### src/rtl/to_serial_stream.sv
// to_serial_stream: parallel-to-digit-serial converter with a holding buffer, handshakes and framing flags.
module to_serial_stream #(
  parameter int BW = 16,
  parameter int CYCS = 4,
  parameter int VEC_LEN = 27,
  parameter int MSB_FIRST = 0,
  localparam int CS = CYCS < 1 ? 1 : CYCS,
  localparam int DW = BW / CS
) (
  input  logic                          clock,
  input  logic                          reset,
  input  logic                          vld_in,
  output logic                          rdy_in,
  input  logic [VEC_LEN-1:0][BW-1:0]    in,
  output logic                          vld_out,
  input  logic                          rdy_out,
  output logic [VEC_LEN-1:0][DW-1:0]    out,
  output logic                          first_out,
  output logic                          last_out
);
  localparam int IW = CS > 1 ? $clog2(CS) : 1;
  if (CYCS < 1 || BW % CS != 0) begin : g_bad_params
    $error("to_serial_stream: CYCS must be >= 1 and divide BW");
  end
  logic hold_full, sh_vld, hold_to_shift, accept;
  logic [IW-1:0] idx;
  logic [VEC_LEN-1:0][BW-1:0] hold, data;
  assign vld_out = sh_vld;
  assign first_out = sh_vld && idx == '0;
  assign last_out = sh_vld && idx == IW'(CS - 1);
  assign hold_to_shift = hold_full && (!sh_vld || (last_out && rdy_out));
  assign rdy_in = !reset && (!hold_full || hold_to_shift);
  assign accept = vld_in && rdy_in;
  for (genvar i = 0; i < VEC_LEN; i++) begin : g_lane
    assign out[i] = MSB_FIRST != 0 ? data[i][BW-1 -: DW] : data[i][DW-1:0];
  end
  always_ff @(posedge clock) begin
    if (reset) begin
      hold_full <= 1'b0;
      sh_vld <= 1'b0;
      idx <= '0;
      hold <= '0;
      data <= '0;
    end else begin
      if (accept) hold <= in;
      hold_full <= accept || (hold_full && !hold_to_shift);
      if (hold_to_shift) begin
        data <= hold;
        sh_vld <= 1'b1;
        idx <= '0;
      end else if (sh_vld && rdy_out) begin
        if (last_out) sh_vld <= 1'b0;
        else begin
          idx <= idx + IW'(1);
          for (int i = 0; i < VEC_LEN; i++)
            data[i] <= MSB_FIRST != 0 ? data[i] << DW : data[i] >> DW;
        end
      end
    end
  end
endmodule

### config.mk
export PLATFORM = sky130hd
export DESIGN_NAME = to_serial_stream
export DESIGN_NICKNAME = d
export VERILOG_FILES = /design/src/rtl/to_serial_stream.sv
export SDC_FILE = /design/constraint.sdc
export NUM_CORES = 2
export LEC_CHECK = 0
export CAP_MARGIN = 5
export CORE_MARGIN = 2
export CORE_UTILIZATION = 45
export DETAILED_ROUTE_END_ITERATION = 10
export GPL_TIMING_DRIVEN = 0
export PLACE_DENSITY = 0.65
export SLEW_MARGIN = 10
export SYNTH_ARGS = -nofsm -noshare
export SYNTH_HDL_FRONTEND = slang
export SYNTH_SLANG_ARGS = --single-unit
### constraint.sdc
create_clock -name clock -period 4.8 [get_ports clock]
set_input_delay 0.72 -clock clock [delete_from_list [all_inputs] [get_ports clock]]
set_output_delay 0.72 -clock clock [all_outputs]
set_load 0.03 [all_outputs]
==> flow_summary_export.csv <==
group,metric,value,unit
sta,setup_viol_count_final,0,
worst_setup_path,crit_path_end_kind,"primary output",
global_routing,grt_max_degree,14,
die,die_area,80300,µm²
die,rows,102,
worst_setup_path,worstSetupPathType,"in -> out",
worst_setup_path,rrSetupSlack,1920,ps
global_routing,grt_overflow,0,
yosys,synth_compound_area_share,17.5,%
worst_setup_path,slowest_delay,720,ps
yosys,yosysWarnings,0,
worst_setup_path,rr_startpoint,"idx[0]",
yosys,synth_mux_area_share,13.9,%
sta,min_period,4180,ps
sta,rsz0062_at_grt,"false",
worst_setup_path,crit_family,"buffers and inverters",
yosys,synth_area_leader_cell,"dfxtp_1",
yosys,syn_area,35100,µm²
status,outcome,"completed",
cells_and_area,fin_area,44800,µm²
worst_setup_path,reg2reg_to,"data[270]",
global_routing,grt_pass1_wl,158000,µm
yosys,yosysSeqAreaShare,49.5,%
power_and_ir_drop,p_leak,18.0,nW
sta,report.final.slew_viol_count,0,
worst_setup_path,arrival,3460,ps
global_routing,grtUsageMet2,42.1,%
die,ios,548,
worst_setup_path,path_cells,"clkbuf_1 > buf_2 > clkbuf_1 > buf_1 > a21oi_1 > clkdlybuf4s50_1",
worst_hold_path,min_path_type,"reg -> reg",
worst_setup_path,crit_path_frequent_cell,"clkbuf_1",
clock_tree,postCtsSetupBuffers,0,
die,die_h,283,µm
yosys,yosys_register_bits,868,
worst_setup_path,r2r_cells,6,
yosys,synth_top_family_by_area,"compound AO/OA/AOI/OAI gates",
detailed_routing,drt_iter0_markers,1514,
cells_and_area,area_growth,27.6,%
yosys,syn_nets,3778,
global_routing,track_usage,25.3,%
clock_tree,cts_max_level,3,
yosys,synth_simple_gate_area_share,9.41,%
worst_setup_path,startpoint_type,"input port",
clock_tree,cts_max_path_buffers,3,
worst_setup_path,cp_max_fo,10,
yosys,yosysTopAreaCellShare,49.5,%
global_routing,use_met3,5.68,%
placed_design,placed_area,41900,µm²
cells_and_area,fillCellCount,6862,
power_and_ir_drop,ir_worst_vdd,0.258,mV
clock_tree,clock-sinks,868,
yosys,async_flop_share,0,%
power_and_ir_drop,p_total,17.5,mW
clock_tree,cts_buffers,92,
worst_setup_path,required,4080,ps
global_routing,use_met1,32.7,%
detailed_routing,num_vias,26500,
sta,period_share,87.1,%
yosys,synth_fa_ha_area_share,0.0713,%
global_routing,grt_pass1_vias,26500,
sta,hold_viol,0,
cells_and_area,drive_gt1_share,18.8,%
worst_hold_path,worstHoldStart,"data[284]",
detailed_routing,drc,0,
yosys,synthFlopType,"dfxtp_1",
worst_setup_path,crit_buf_inv,5,
die,core_area,77300,µm²
clock_tree,clockRootBuffer,"clkbuf_16",
detailed_routing,ant_nets,0,
yosys,yosys-top-cells-area,"dfxtp_1 (49%), mux2_1 (11%), o221a_2 (9.9%)",
global_routing,top_usage_layer,"met2",
placed_design,dp_cells,4926,
clock_tree,clk_transition_reported_paths,60,ps
clock_tree,cts_hold_buf,0,
detailed_routing,wl_per_cell,20.5,µm
cells_and_area,layout_commonest_cell,"dfxtp_1",
worst_hold_path,hold_path_end,"data[284]",
sta,fmax,0.239,GHz
yosys,synth-xor-area-share,0.0249,%
die,fp.dieW,283,µm
cells_and_area,layout.nets,4418,
sta,slew-limit-headroom,23.0,%
power_and_ir_drop,power.density,390,nW/µm²
cells_and_area,layout_common_cells,"dfxtp_1 (868), clkdlybuf4s50_1 (546), nor2b_1 (433)",
yosys,synth.distinct_cells,27,
worst_setup_path,slowest_stage,"clkdlybuf4s50_1",
detailed_routing,first_pass_iters,5,
yosys,synth_edf_count,0,
cells_and_area,fin_cells,5107,
placed_design,place_hpwl,76900,µm
global_routing,antenna_found_initial,37,
placed_design,place_congestion,0.819,
sta,setup_tns,0,ps
placed_design,io_buffers,546,
run,max_cap_viol_count,0,
yosys,syn_avg_cell_area,10.5,µm²
sta,worstMarginPinSlew,1150,ps
detailed_routing,routed_wl,105000,µm
clock_tree,insertion_delay,640,ps
die,initial_core_util,45.4,%
worst_hold_path,holdPathStages,2,
detailed_routing,vias_per_cell,5.19,
clock_tree,cts_tree,"done",
yosys,syn_inst,3340,
clock_tree,cts-resized-gates,0,
sta,fin_skew,25.4,ps
worst max path at each step:
stage	end	slack (ps)	cells past startpoint	start
after detailed placement	rdy_in	700	6	reset
after floorplan	rdy_in	2170	5	reset
after global placement	rdy_in	680	6	reset
after CTS	rdy_in	690	6	reset
final	rdy_in	620	6	reset
after global routing	rdy_in	500	6	reset
sequential cells by signal, summed over array words and instances, names as in the netlist:
| register | count |
|---|---|
| idx | 2 |
| data | 324 |
| hold | 432 |
| out | 108 |
| hold_full | 1 |
| vld_out | 1 |
per-layer routing:
layer  vias to the layer above  wire length, µm
li1                      12900                -
met4                        32             2370
met2                       622            49400
met1                     12800            46600
met3                       155             5960
met5                         -              199
metrics by stage:
step / worst slack [ps] / utilization, % / hold slack (ps)
finish: 620 / 57.9 / 476
floorplan: 2170 / - / 446
global route: 500 / 57.9 / 482
global placement: 679 / 54.1 / 460
detailed placement: 702 / 54.1 / 464
CTS: 689 / 57.9 / 476
cells in the mapped netlist, types with 2 or more instances:
cell and instances:
dfxtp_1 868, nor2b_1 433, mux2_1 352, a21oi_1 327, inv_1 327, o221a_2 308, buf_4 150, clkbuf_1 146
nand3_1 108, o31ai_1 108, buf_2 80, mux2_2 80, buf_1 19, o221a_1 16, and2_1 2, ha_1 2
nand2b_1 2, nor2_1 2, nor3_1 2
kinds of logic after synthesis:
| family | Yosys count |
|---|---|
| adders and majority gates | 2 |
| buffers and inverters | 722 |
| and+or+nand+nor | 551 |
| AOI/OAI and AO/OA | 763 |
| xor gates and xnor gates | 1 |
| DFF | 868 |
| muxes | 433 |
area by class of cell:
type | count | area (µm²) | area share, %
sequential | 868 | 17400 | 38.8
multi-input combinational | 1750 | 14400 | 32.0
timing repair buffer | 546 | 5470 | 12.2
clock buffer | 134 | 2680 | 5.99
buffer | 395 | 2150 | 4.79
tap | 1040 | 1300 | 2.90
inverter | 327 | 1230 | 2.74
clock inverter | 25 | 191 | 0.427
antenna | 22 | 55.1 | 0.123
where the power goes:
part,switching (mW),leakage [nW],total [mW],internal (mW)
combinational,1.24,9.40,2.57,1.33
sequential,0.287,7.17,8.10,7.81
clock,2.91,1.42,6.82,3.91
total,4.43,18.0,17.5,13.1
worst reg2reg max path, delay by kind of cell, from the launching register on:
kind | cells | cell delay, ps
adders and majority gates | 1 | 260
and+or+nand+nor | 1 | 170
AOI/OAI and AO/OA | 2 | 660
buffers and inverters | 2 | 1300
DFF | 1 | 340
(Power assumes the default switching activity.)
